**src/rtl/npu_stream_pkg.sv**
```systemverilog
// rtl/npu_stream_pkg.sv - shared types and helpers for the NPU stream blocks
`ifndef NPU_STREAM_PKG_SV
`define NPU_STREAM_PKG_SV

// Elaboration guard: the prefetch FIFO must hold every in-flight read plus
// one entry of slack so back-to-back issue never overruns it.
`define NPU_STREAM_DEPTH_CHECK(depth, latency) \
  if ((depth) < (latency) + 2) begin : g_fifo_depth_check \
    $error("FIFO_DEPTH must be at least READ_LATENCY+2"); \
  end

package npu_stream_pkg;

  typedef enum logic [1:0] {
    IDLE  = 2'd0,
    RUN   = 2'd1,
    DRAIN = 2'd2,
    DONE  = 2'd3
  } stream_state_e;

  function automatic int clog2(input int value);
    int result;
    result = 0;
    while ((1 << result) < value) result++;
    return result;
  endfunction

endpackage

`endif

```
**src/rtl/axis_sram_streamer_if.sv**
```systemverilog
// rtl/axis_sram_streamer_if.sv - SRAM read port and AXI4-Stream master bundle
interface axis_sram_streamer_if #(
  parameter int SRAM_WIDTH_O   = 64,
  parameter int MAX_ADDR_WIDTH = 13,
  parameter int USER_WIDTH     = 4
);
  logic                      sram_out_en;
  logic [MAX_ADDR_WIDTH-1:0] sram_out_addr;
  logic [SRAM_WIDTH_O-1:0]   sram_out_data_out;

  logic [SRAM_WIDTH_O-1:0]   m_axis_tdata;
  logic                      m_axis_tvalid;
  logic                      m_axis_tready;
  logic                      m_axis_tlast;
  logic [USER_WIDTH-1:0]     m_axis_tuser;

  modport master (
    output sram_out_en, sram_out_addr,
    input  sram_out_data_out,
    output m_axis_tdata, m_axis_tvalid, m_axis_tlast, m_axis_tuser,
    input  m_axis_tready
  );

  modport slave (
    input  sram_out_en, sram_out_addr,
    output sram_out_data_out,
    input  m_axis_tdata, m_axis_tvalid, m_axis_tlast, m_axis_tuser,
    output m_axis_tready
  );
endinterface

```
**src/rtl/axis_fwft_fifo.sv**
```systemverilog
// rtl/axis_fwft_fifo.sv - first-word-fall-through FIFO with occupancy output
module axis_fwft_fifo
  import npu_stream_pkg::*;
#(
  parameter int WIDTH = 8,
  parameter int DEPTH = 4,
  localparam int COUNT_WIDTH = clog2(DEPTH + 1)
) (
  input  logic                   clk,
  input  logic                   rst,
  input  logic [WIDTH-1:0]       s_tdata,
  input  logic                   s_tvalid,
  output logic [WIDTH-1:0]       m_tdata,
  output logic                   m_tvalid,
  input  logic                   m_tready,
  output logic [COUNT_WIDTH-1:0] count
);
  localparam int PTR_WIDTH = (DEPTH > 1) ? clog2(DEPTH) : 1;
  localparam logic [PTR_WIDTH-1:0] LAST_PTR = PTR_WIDTH'(DEPTH - 1);

  logic [WIDTH-1:0]       mem [DEPTH];
  logic [PTR_WIDTH-1:0]   wr_ptr_q, rd_ptr_q;
  logic [COUNT_WIDTH-1:0] count_q;
  logic                   full, push, pop;

  assign full = (count_q == COUNT_WIDTH'(DEPTH));
  assign pop  = m_tvalid && m_tready;
  // A push into a full FIFO is only accepted when the head leaves the same cycle.
  assign push = s_tvalid && (!full || pop);

  // Payload storage; entries are only visible through count_q, so no reset.
  always_ff @(posedge clk) begin
    if (push) mem[wr_ptr_q] <= s_tdata;
  end

  // Pointer and occupancy tracking.
  always_ff @(posedge clk) begin
    if (rst) begin
      wr_ptr_q <= '0;
      rd_ptr_q <= '0;
      count_q  <= '0;
    end else begin
      if (push) wr_ptr_q <= (wr_ptr_q == LAST_PTR) ? '0 : wr_ptr_q + 1'b1;
      if (pop)  rd_ptr_q <= (rd_ptr_q == LAST_PTR) ? '0 : rd_ptr_q + 1'b1;
      case ({push, pop})
        2'b10:   count_q <= count_q + 1'b1;
        2'b01:   count_q <= count_q - 1'b1;
        default: count_q <= count_q;
      endcase
    end
  end

  assign m_tdata  = mem[rd_ptr_q];
  assign m_tvalid = (count_q != '0);
  assign count    = count_q;
endmodule

```
**src/rtl/axis_sram_streamer.sv**
```systemverilog
// rtl/axis_sram_streamer.sv - streams a packed SRAM result buffer onto AXI4-Stream
module axis_sram_streamer
  import npu_stream_pkg::*;
#(
  parameter int SRAM_WIDTH_O   = 64,
  parameter int DATA_WIDTH     = 8,
  parameter int MAX_GROUPS     = SRAM_WIDTH_O / DATA_WIDTH,
  parameter int MAX_ADDR_WIDTH = 13,
  parameter int SIZE_WIDTH     = 16,
  parameter int READ_LATENCY   = 1,
  parameter int FIFO_DEPTH     = 4,
  localparam int GROUP_WIDTH   = clog2(MAX_GROUPS + 1)
) (
  input  logic                      m_axis_aclk,
  input  logic                      m_axis_areset,
  input  logic                      start,
  input  logic [MAX_ADDR_WIDTH-1:0] base_addr,
  input  logic [SIZE_WIDTH-1:0]     out_size,
  input  logic [GROUP_WIDTH-1:0]    groups,
  output logic                      busy,
  output logic                      done,
  axis_sram_streamer_if.master      bus
);
  localparam int CNT_W     = clog2(FIFO_DEPTH + 1);
  localparam int ELEM_W    = SIZE_WIDTH + 1;
  localparam int PAYLOAD_W = 1 + GROUP_WIDTH + SRAM_WIDTH_O;

  `NPU_STREAM_DEPTH_CHECK(FIFO_DEPTH, READ_LATENCY)

  if (READ_LATENCY < 1 || READ_LATENCY > 4) begin : g_latency_check
    $error("READ_LATENCY must be in 1..4");
  end

  stream_state_e state_q, state_d;

  logic [SIZE_WIDTH-1:0]     size_q;
  logic [GROUP_WIDTH-1:0]    groups_q, groups_eff;
  logic [ELEM_W-1:0]         issued_q;      // elements covered by words already read
  logic [ELEM_W-1:0]         issued_next, remaining;
  logic [MAX_ADDR_WIDTH-1:0] next_addr_q, last_addr_q;
  logic [CNT_W-1:0]          inflight_q, fifo_count;
  logic                      words_left, credit_ok, issue, issue_last;
  logic [GROUP_WIDTH-1:0]    issue_count;

  logic [READ_LATENCY-1:0]   tag_valid_q, tag_last_q;
  logic [GROUP_WIDTH-1:0]    tag_count_q [READ_LATENCY];
  logic                      ret_valid;

  logic [PAYLOAD_W-1:0]      fifo_in, fifo_out;
  logic                      fifo_valid, pop;
  logic                      out_last;
  logic [GROUP_WIDTH-1:0]    out_user;
  logic [SRAM_WIDTH_O-1:0]   out_data;

  assign groups_eff = (groups == '0) ? GROUP_WIDTH'(1) :
                      (groups > GROUP_WIDTH'(MAX_GROUPS)) ? GROUP_WIDTH'(MAX_GROUPS) : groups;

  // Issue decision: a read goes out only while the FIFO can absorb everything in flight.
  always_comb begin
    issued_next = issued_q + ELEM_W'(groups_q);
    remaining   = ELEM_W'(size_q) - issued_q;
    words_left  = (ELEM_W'(size_q) > issued_q);
    credit_ok   = ({1'b0, fifo_count} + {1'b0, inflight_q}) < (CNT_W + 1)'(FIFO_DEPTH);
    issue       = (state_q == RUN) && words_left && credit_ok;
    issue_last  = (issued_next >= ELEM_W'(size_q));
    issue_count = issue_last ? GROUP_WIDTH'(remaining) : groups_q;
  end

  // FSM next state and status outputs.
  always_comb begin
    state_d = state_q;
    busy    = 1'b0;
    done    = 1'b0;
    unique case (state_q)
      IDLE: begin
        if (start) state_d = (out_size == '0) ? DONE : RUN;
      end
      RUN: begin
        busy = 1'b1;
        if (issue && issue_last) state_d = DRAIN;
      end
      DRAIN: begin
        busy = 1'b1;
        if (pop && out_last) state_d = DONE;
      end
      DONE: begin
        busy    = 1'b1;
        done    = 1'b1;
        state_d = IDLE;
      end
      default: state_d = IDLE;
    endcase
  end

  // State register, command capture, word counters and read credit tracking.
  always_ff @(posedge m_axis_aclk) begin
    if (m_axis_areset) begin
      state_q     <= IDLE;
      size_q      <= '0;
      groups_q    <= '0;
      issued_q    <= '0;
      next_addr_q <= '0;
      last_addr_q <= '0;
      inflight_q  <= '0;
    end else begin
      state_q <= state_d;
      if (state_q == IDLE && start) begin
        size_q      <= out_size;
        groups_q    <= groups_eff;
        issued_q    <= '0;
        next_addr_q <= base_addr;
      end
      if (issue) begin
        issued_q    <= issued_next;
        next_addr_q <= next_addr_q + 1'b1;
        last_addr_q <= next_addr_q;
      end
      case ({issue, ret_valid})
        2'b10:   inflight_q <= inflight_q + 1'b1;
        2'b01:   inflight_q <= inflight_q - 1'b1;
        default: inflight_q <= inflight_q;
      endcase
    end
  end

  // Tag pipe travelling alongside each SRAM read so data and sideband land together.
  always_ff @(posedge m_axis_aclk) begin
    if (m_axis_areset) begin
      tag_valid_q <= '0;
      tag_last_q  <= '0;
      for (int i = 0; i < READ_LATENCY; i++) tag_count_q[i] <= '0;
    end else begin
      for (int i = READ_LATENCY - 1; i > 0; i--) begin
        tag_valid_q[i] <= tag_valid_q[i-1];
        tag_last_q[i]  <= tag_last_q[i-1];
        tag_count_q[i] <= tag_count_q[i-1];
      end
      tag_valid_q[0] <= issue;
      tag_last_q[0]  <= issue && issue_last;
      tag_count_q[0] <= issue_count;
    end
  end

  assign ret_valid = tag_valid_q[READ_LATENCY-1];
  assign fifo_in   = {tag_last_q[READ_LATENCY-1], tag_count_q[READ_LATENCY-1], bus.sram_out_data_out};

  axis_fwft_fifo #(
    .WIDTH (PAYLOAD_W),
    .DEPTH (FIFO_DEPTH)
  ) u_fifo (
    .clk      (m_axis_aclk),
    .rst      (m_axis_areset),
    .s_tdata  (fifo_in),
    .s_tvalid (ret_valid),
    .m_tdata  (fifo_out),
    .m_tvalid (fifo_valid),
    .m_tready (bus.m_axis_tready),
    .count    (fifo_count)
  );

  assign {out_last, out_user, out_data} = fifo_out;
  assign pop = fifo_valid && bus.m_axis_tready;

  assign bus.sram_out_en   = issue;
  assign bus.sram_out_addr = issue ? next_addr_q : last_addr_q;
  assign bus.m_axis_tvalid = fifo_valid;
  assign bus.m_axis_tdata  = fifo_valid ? out_data : '0;
  assign bus.m_axis_tuser  = fifo_valid ? out_user : '0;
  assign bus.m_axis_tlast  = fifo_valid && out_last;
endmodule

```
**src/flat_wrapper.sv**
```systemverilog
// flat-port wrapper written by rule: the top's interface ports become plain ports
module axis_sram_streamer_flat import npu_stream_pkg::*;
#(
  parameter int SRAM_WIDTH_O   = 64,
  parameter int DATA_WIDTH     = 8,
  parameter int MAX_GROUPS     = SRAM_WIDTH_O / DATA_WIDTH,
  parameter int MAX_ADDR_WIDTH = 13,
  parameter int SIZE_WIDTH     = 16,
  parameter int READ_LATENCY   = 1,
  parameter int FIFO_DEPTH     = 4,
  localparam int GROUP_WIDTH   = clog2(MAX_GROUPS + 1)
)
  (m_axis_aclk, m_axis_areset, start, base_addr, out_size, groups, busy, done, bus_sram_out_en, bus_sram_out_addr, bus_sram_out_data_out, bus_m_axis_tdata, bus_m_axis_tvalid, bus_m_axis_tlast, bus_m_axis_tuser, bus_m_axis_tready);
  axis_sram_streamer_if #(.SRAM_WIDTH_O(SRAM_WIDTH_O), .MAX_ADDR_WIDTH(MAX_ADDR_WIDTH), .USER_WIDTH((4))) bus_i ();
  input  logic m_axis_aclk;
  input  logic m_axis_areset;
  input  logic start;
  input  logic [MAX_ADDR_WIDTH-1:0] base_addr;
  input  logic [SIZE_WIDTH-1:0] out_size;
  input  logic [GROUP_WIDTH-1:0] groups;
  output logic busy;
  output logic done;
  output wire logic [$bits(bus_i.sram_out_en)-1:0] bus_sram_out_en;
  output wire logic [$bits(bus_i.sram_out_addr)-1:0] bus_sram_out_addr;
  input wire logic [$bits(bus_i.sram_out_data_out)-1:0] bus_sram_out_data_out;
  output wire logic [$bits(bus_i.m_axis_tdata)-1:0] bus_m_axis_tdata;
  output wire logic [$bits(bus_i.m_axis_tvalid)-1:0] bus_m_axis_tvalid;
  output wire logic [$bits(bus_i.m_axis_tlast)-1:0] bus_m_axis_tlast;
  output wire logic [$bits(bus_i.m_axis_tuser)-1:0] bus_m_axis_tuser;
  input wire logic [$bits(bus_i.m_axis_tready)-1:0] bus_m_axis_tready;
  assign bus_sram_out_en = bus_i.sram_out_en;
  assign bus_sram_out_addr = bus_i.sram_out_addr;
  assign bus_i.sram_out_data_out = bus_sram_out_data_out;
  assign bus_m_axis_tdata = bus_i.m_axis_tdata;
  assign bus_m_axis_tvalid = bus_i.m_axis_tvalid;
  assign bus_m_axis_tlast = bus_i.m_axis_tlast;
  assign bus_m_axis_tuser = bus_i.m_axis_tuser;
  assign bus_i.m_axis_tready = bus_m_axis_tready;
  axis_sram_streamer #(.SRAM_WIDTH_O(SRAM_WIDTH_O), .DATA_WIDTH(DATA_WIDTH), .MAX_GROUPS(MAX_GROUPS), .MAX_ADDR_WIDTH(MAX_ADDR_WIDTH), .SIZE_WIDTH(SIZE_WIDTH), .READ_LATENCY(READ_LATENCY), .FIFO_DEPTH(FIFO_DEPTH)) u_core (.m_axis_aclk(m_axis_aclk), .m_axis_areset(m_axis_areset), .start(start), .base_addr(base_addr), .out_size(out_size), .groups(groups), .busy(busy), .done(done), .bus(bus_i));
endmodule
```
**config.mk**
```make
export PLATFORM = sky130hd
export DESIGN_NAME = axis_sram_streamer_flat
export DESIGN_NICKNAME = d
export VERILOG_FILES = /design/src/rtl/npu_stream_pkg.sv /design/src/rtl/axis_sram_streamer_if.sv /design/src/rtl/axis_fwft_fifo.sv /design/src/rtl/axis_sram_streamer.sv /design/src/flat_wrapper.sv
export SDC_FILE = /design/constraint.sdc
export NUM_CORES = 1
export LEC_CHECK = 0
export ABC_AREA = 0
export ABC_CLOCK_PERIOD_IN_PS = 5100
export CELL_PAD_IN_SITES_DETAIL_PLACEMENT = 0
export CELL_PAD_IN_SITES_GLOBAL_PLACEMENT = 1
export CORE_MARGIN = 5
export CORE_UTILIZATION = 45
export DETAILED_ROUTE_END_ITERATION = 8
export PLACE_DENSITY = 0.8
export SLEW_MARGIN = 40
export SYNTH_ARGS = -nofsm -noshare
export SYNTH_HDL_FRONTEND = slang
export SYNTH_SLANG_ARGS = --single-unit
```
**constraint.sdc**
```tcl
create_clock -name m_axis_aclk -period 5.1 [get_ports m_axis_aclk]
set_clock_uncertainty 0.2 [all_clocks]
set_input_delay 0.51 -clock m_axis_aclk [delete_from_list [all_inputs] [get_ports m_axis_aclk]]
set_output_delay 0.51 -clock m_axis_aclk [all_outputs]
set_load 0.005 [all_outputs]
```
==> qor.yml, run 1 <==
placement:
  hpwl_um: 21200
  port_buffers: 186
  gp_congestion: 0.844
  place_area_um2: 17700
die:
  boundaryPins: 187
  die_h_um: 194
  die_x_um: 194
  start_util: 0.456
  rows: 67
  coreArea_um2: 33400
  die-area_um2: 37600
sta:
  final_max_slew_viol_count: 0
  maxSlewHeadroom: 0.455
  finalCriticalPeriod_ns: 4.29
  setup_violations: 0
  finalHoldViolCount: 0
  grt_setup_unrepaired: "false"
  setup_tns_ns: 0
  period_share: 0.841
  fmax_mhz: 233
  whs_ns: 0.267
  worst_pin_slew_ns: 0.817
worst_setup_path:
  path_max_fanout: 9
  crit_arrival_ns: 4.49
  criticalPathCategory: "flip-flop to flip-flop"
  r2r_slack_ns: 0.81
  cp.required_ns: 5.30
  r2r-start: "u_core.issued_q[0]"
  rr_endpoint: "u_core.state_q[1]"
  reg2regPathDepth: 17
  start_kind: "flip-flop"
  end_kind: "flip-flop"
cells_and_area:
  finalInstanceArea_um2: 19000
  drive_gt1_frac: 0.129
  final_util: 0.567
  fin_nets: 1416
  antenna_cells: 0
  synthToLayoutAreaGrowth_pct: 24.5
synth:
  synth_top_area_frac: 0.544
  synth_flop_cell: "edfxtp_1"
  ys_ff_latch: 359
  synth.distinct_cells: 56
  ys_seq_area_frac: 0.653
  ys_warn_count: 0
  synthArstFlopShare: 0
  syn-instance-count: 1062
  synthTopCellsByArea: "edfxtp_1 (54%), dfxtp_1 (11%), mux4_2 (10%)"
  synth_area_um2: 15200
  synth_edf_count: 276
  synth_fp_nets: 1217
  syn_area_per_cell_um2: 14.3
  yosys.area.top_type: "edfxtp_1"
clock_tree:
  clkLatencyLatePin_ns: 0.52
  numCtsBuffers: 39
  clkTransAtPathRegs_ns: 0.06
  postCtsSetupBuffers: 0
  htreeDepth: 2
  cts_buffer_depth: 3
  cts-resized-gates: 0
  hold_buffers: 0
  root_buffer: "clkbuf_16"
  cts_tree: "built"
  clock_sinks: 359
run_status:
  status: "finished clean"
power_and_ir_drop:
  pwr-share-seq: 0.409
  p_switching_mw: 2.39
  power.share.switching: 0.278
  p_comb_frac: 0.283
  power.density_nw_per_um2: 453
  p_int_mw: 6.21
  leakage_nw: 6.42
  vdd_drop_max_uv: 270
  power_frac_clock: 0.308
global_route:
  gr-total-overflow: 0
  grt_start_max_net_pins: 74
  grt_pass1_wl_um: 52100
  gr-usage-all-layers: 0.171
  grt_pass1_vias: 9362
  antenna_found_initial: 3
min_path:
  hold_class: "flip-flop to flip-flop"
  min_path_cells: 2
  hold_start: "u_core.u_fifo.rd_ptr_q[1]"
detailed_routing:
  drt_first_pass_iters: 5
  drtAntennaViolNets: 0
  avgRoutedWirePerCell_um: 18.7
  vias: 9129
  drt_iter0_drc: 582
  drc_errors: 0
  vias_per_cell: 5.26
  wl_um: 32500
run:
  drv_cap: 0
-- worst max-delay path, cell delays in order (launching register included) --
cell	delay (ns)
dfxtp_1	0.37
ha_1	0.19
inv_1	0.06
fa_1	0.39
nand2b_1	0.16
o2bb2ai_1	0.29
nor3_1	0.48
and3_2	0.29
xnor2_1	0.08
ha_1	0.30
nand3_1	0.12
nor4_1	0.30
a221oi_1	0.11
o21ai_0	0.11
a211oi_2	0.05
buf_4	0.18
o211a_1	0.21
o31a_1	0.30
-- cell families after synthesis --
group / count (synthesis) / synth area share
compound gates: 134 / 0.0513
xor+xnor: 20 / 0.0120
fa+ha+maj: 54 / 0.0463
buf+inv: 99 / 0.0247
flops: 359 / 0.653
mux: 75 / 0.106
simple gates: 321 / 0.107
-- through the flow --
step                std cells  power, mW  worst slack [ns]
finish                   1736       8.60             0.809
global placement         1661       6.01             0.977
detailed placement       1666       6.04             0.901
global route             1736       9.08             0.460
CTS                      1734       8.71             0.801
floorplan                1062       4.87              1.17
-- flip-flops by register name, summed over array words and instances (netlist names), named ones only --
name	flops
u_core.size_q	16
u_core.tag_count_q	4
u_core.tag_last_q	1
u_core.ret_valid	1
u_core.state_q	2
u_core.u_fifo.wr_ptr_q	2
u_core.last_addr_q	13
u_core.inflight_q	3
u_core.u_fifo.count	3
u_core.groups_q	4
u_core.next_addr_q	13
u_core.issued_q	17
u_core.u_fifo.rd_ptr_q	2
u_core.u_fifo.mem	276
-- cells in the final DEF, fill, tap and decap left out, types with 8 or more instances in the layout --
master,count
buf_4,12
mux4_2,69
clkinv_1,8
and2_1,86
nor4_1,9
inv_1,49
clkdlybuf4s50_1,185
clkinv_2,9
clkbuf_16,40
edfxtp_1,276
dfxtp_1,81
nor3_1,12
xnor2_1,15
nor2_1,45
ha_1,50
o21ai_0,30
nand2_1,100
a21oi_1,69
nand3_1,25
-- how the worst max path moves through the flow --
| stage | cells after the start | to | slack [ns] | startpoint |
|---|---|---|---|---|
| after floorplan | 15 | u_core.state_q[0] | 1.17 | u_core.issued_q[0] |
| after global placement | 17 | u_core.state_q[1] | 0.98 | u_core.issued_q[0] |
| after detailed placement | 17 | u_core.state_q[1] | 0.90 | u_core.issued_q[0] |
| after CTS | 10 | bus_sram_out_addr[8] | 0.80 | u_core.issued_q[13] |
| after global routing | 16 | u_core.state_q[0] | 0.46 | u_core.issued_q[0] |
| final | 17 | u_core.state_q[1] | 0.81 | u_core.issued_q[0] |
-- per-layer routing --
layer	vias up	routed length, µm	track usage
li1	4352	-	-
met1	4485	15100	0.249
met2	242	15000	0.269
met3	44	1870	0.0375
met4	6	499	0.0352
met5	-	35	0
-- power by group through the flow --
| stage | Combinational [mW] | Sequential (mW) | Clock, mW |
|---|---|---|---|
| after floorplan | 1.38 | 3.49 | 0 |
| after global placement | 2.39 | 3.61 | 0 |
| after detailed placement | 2.45 | 3.59 | 0 |
| after CTS | 2.46 | 3.53 | 2.72 |
| after global routing | 2.68 | 3.56 | 2.84 |
| final | 2.43 | 3.52 | 2.65 |
-- synth_stat cells, drive strengths merged (9+ instances only) --
master  instances
nor3           12
edfxtp        276
o21ai          30
buf            14
ha             50
nor2           46
inv            51
a21oi          69
clkbuf         34
nand3          26
nand2         100
dfxtp          83
mux4           69
nor4            9
and2           92
xnor2          16
-- final cells by class --
class	instances	area, µm²
Clock inverter	23	176
Multi-Input combinational cell	604	4940
Tap cell	448	561
Sequential cell	359	9960
Inverter	51	191
Fill cell	2679	14500
Clock buffer	45	1030
Timing Repair Buffer	206	2110
No activity file was read; power rests on OpenSTA's default activity.
==> run 2, diff against run 1 <==
--- a/config.mk
+++ b/config.mk
@@ -6,7 +6,7 @@
 export NUM_CORES = 1
 export LEC_CHECK = 0
 export ABC_AREA = 0
-export ABC_CLOCK_PERIOD_IN_PS = 5100
+export ABC_CLOCK_PERIOD_IN_PS = 4450
 export CELL_PAD_IN_SITES_DETAIL_PLACEMENT = 0
 export CELL_PAD_IN_SITES_GLOBAL_PLACEMENT = 1
 export CORE_MARGIN = 5
==> constraint.sdc (replaced) <==
create_clock -name m_axis_aclk -period 4.45 [get_ports m_axis_aclk]
set_clock_uncertainty 0.2 [all_clocks]
set_input_delay 0.445 -clock m_axis_aclk [delete_from_list [all_inputs] [get_ports m_axis_aclk]]
set_output_delay 0.445 -clock m_axis_aclk [all_outputs]
set_load 0.005 [all_outputs]
==> run 2 against run 1 <==
  * Global-route usage shrank 0.088 points
  * Register-to-register slack got worse by 0.50 ns
  * Wire length rose by 0.25%
  * Clock power up 17%
  * Sequential share of layout area hardly changed
  * Worst hold slack improved by 0.0017 ns
  * Die area did not move
  * Non-clock buffer count increased by 2
==> qor.yml, run 2 (same netlist as run 1, synthesis figures left out) <==
min_path:
  hold_class: "flip-flop to flip-flop"
  min_path_cells: 2  # unchanged
worst_setup_path:
  crit_arrival_ns: 3.60  # -0.89 ns
  end_kind: "output pin"
  reg2regPathDepth: 16  # -1
  path_max_fanout: 38  # +29
  cp.required_ns: 3.81  # -1.49 ns
  criticalPathCategory: "flip-flop to output pin"
  start_kind: "flip-flop"
sta:
  finalHoldViolCount: 0  # unchanged
  fmax_mhz: 236
  finalCriticalPeriod_ns: 4.24
  maxSlewHeadroom: 0.465  # +0.00960
  setup_tns_ns: 0  # unchanged
  setup_ws_ns: 0.208  # -0.601 ns
  whs_ns: 0.269  # +0.00169 ns
  worst_pin_slew_ns: 0.799  # -0.0174 ns
  setup_violations: 0  # unchanged
  period_share: 0.953
  grt_setup_unrepaired: "true"
  final_max_slew_viol_count: 0  # unchanged
clock_tree:
  hold_buffers: 0  # unchanged
  root_buffer: "clkbuf_16"
  numCtsBuffers: 39  # unchanged
  htreeDepth: 2  # unchanged
  clkLatencyLatePin_ns: 0.51  # about the same
  clkTransAtPathRegs_ns: 0.06  # about the same
  postCtsSetupBuffers: 0  # unchanged
  clock_sinks: 359  # unchanged
  cts_buffer_depth: 3  # unchanged
  cts_tree: "built"
cells_and_area:
  final_common_cell: "edfxtp_1"
  layout_common_cells: "edfxtp_1 (276), clkdlybuf4s50_1 (185), nand2_1 (100), and2_1 (86), dfxtp_1 (81)"
  multi_input_area_um2: 4940  # about the same
  final_util: 0.567  # about the same
  fin_nets: 1418  # +0.14%
  reg_top3: "u_core.u_fifo.mem: 276 flops, u_core.issued_q: 17 flops, u_core.size_q: 16 flops"
  largest_reg_flops: 276  # unchanged
  nFillCells: 2673  # -0.22%
  top_register: "u_core.u_fifo.mem"
  drive_gt1_frac: 0.131  # +0.00192
  layout.cells.non_filler: 1740  # +0.23%
  seqCellArea_um2: 9960  # unchanged
  finalInstanceArea_um2: 19000  # about the same
  antenna_cells: 0  # unchanged
  synthToLayoutAreaGrowth_pct: 24.6  # about the same
die:
  boundaryPins: 187  # unchanged
  start_util: 0.456  # unchanged
  die-area_um2: 37600  # unchanged
  die_x_um: 194  # unchanged
  coreArea_um2: 33400  # unchanged
  die_h_um: 194  # unchanged
  rows: 67  # unchanged
placement:
  hpwl_um: 21200  # about the same
  gp_congestion: 0.828  # -2.0%
  pre_cts_slack_ns: 0.266  # -0.636 ns
  port_buffers: 186  # unchanged
  place_area_um2: 17700  # about the same
  place_inst: 1670  # +0.24%
power_and_ir_drop:
  leakage_nw: 6.43  # +0.14%
  finalPower_mw: 9.91  # +15%
  power_frac_clock: 0.314  # +0.006
  power.share.switching: 0.277  # -0.00113
  power.density_nw_per_um2: 522  # +15%
  p_int_mw: 7.17  # +15%
  p_switching_mw: 2.74  # +15%
  p_comb_frac: 0.282  # about the same
  vdd_drop_max_uv: 310  # +15%
  pwr-share-seq: 0.404  # -0.005
detailed_routing:
  wl_um: 32600  # +0.25%
  drtAntennaViolNets: 0  # unchanged
  avgRoutedWirePerCell_um: 18.7  # about the same
  vias_per_cell: 5.27  # +0.16%
  drt_first_pass_iters: 5  # unchanged
  drc_errors: 0  # unchanged
  drt_iter0_drc: 571  # -1.9%
  vias: 9165  # +0.39%
run_status:
  status: "finished clean"
global_route:
  antenna_found_initial: 1  # -2
  grt_pass1_wl_um: 52000  # -0.13%
  gr-total-overflow: 0  # unchanged
  grt_pass1_vias: 9256  # -1.1%
  gr-usage-all-layers: 0.170  # -0.000881
  grt_start_max_net_pins: 67  # -9.5%
run:
  drv_cap: 0  # unchanged
run 2: area by class of cell:
cell class,instances,share of cell area
clock inverter,23,0.0106
tap,448,0.0295
sequential,359,0.525
multi-input combinational,604,0.261
timing repair buffer,208,0.110
clock buffer,47,0.0546
inverter,51,0.0101
run 2: worst paths after layout:
check	start	endpoint	slack, ns
hold / removal	u_core.u_fifo.rd_ptr_q[1]	flip-flop	0.27
setup reg to reg	u_core.issued_q[0]	u_core.tag_count_q[0][3]	0.31
setup / recovery	u_core.issued_q[1]	bus_sram_out_addr[8]	0.21
hold reg to reg	u_core.u_fifo.rd_ptr_q[1]	flip-flop	0.27
run 2: layer usage:
| metal | share of wire | vias to the layer above | GRT usage |
|---|---|---|---|
| met4 | 0.016 | 2 | 0.0344 |
| met5 | 0.00040 | - | 0 |
| met2 | 0.46 | 256 | 0.271 |
| met3 | 0.056 | 45 | 0.0313 |
| met1 | 0.46 | 4506 | 0.249 |
| li1 | - | 4356 | - |
run 2: repair_timing:
item                                   4_1_cts  5_1_grt
gates resized for setup                      0        3
endpoints found under the hold margin        0        0
setup endpoints to repair                    0       17
run 2: worst max-delay path, cell delays in order (launching register included):
cell and delay, ns:
dfxtp_1 0.35, inv_1 0.11, ha_1 0.34, nor2b_1 0.15
o31a_1 0.27, o311a_1 0.33, o31ai_4 0.42, buf_6 0.34
nand2_1 0.08, o21ai_0 0.12, clkdlybuf4s50_1 0.56
run 2: power by group through the flow:
| stage | sequential (mW) | clock [mW] | combinational (mW) |
|---|---|---|---|
| 5_1_grt | 4.04 | 3.34 | 3.07 |
| 6_report | 4.01 | 3.11 | 2.80 |
| 2_1_floorplan | 4.00 | 0 | 1.59 |
| 4_1_cts | 4.02 | 3.19 | 2.85 |
| 3_3_place_gp | 4.09 | 0 | 2.81 |
| 3_5_place_dp | 4.09 | 0 | 2.84 |
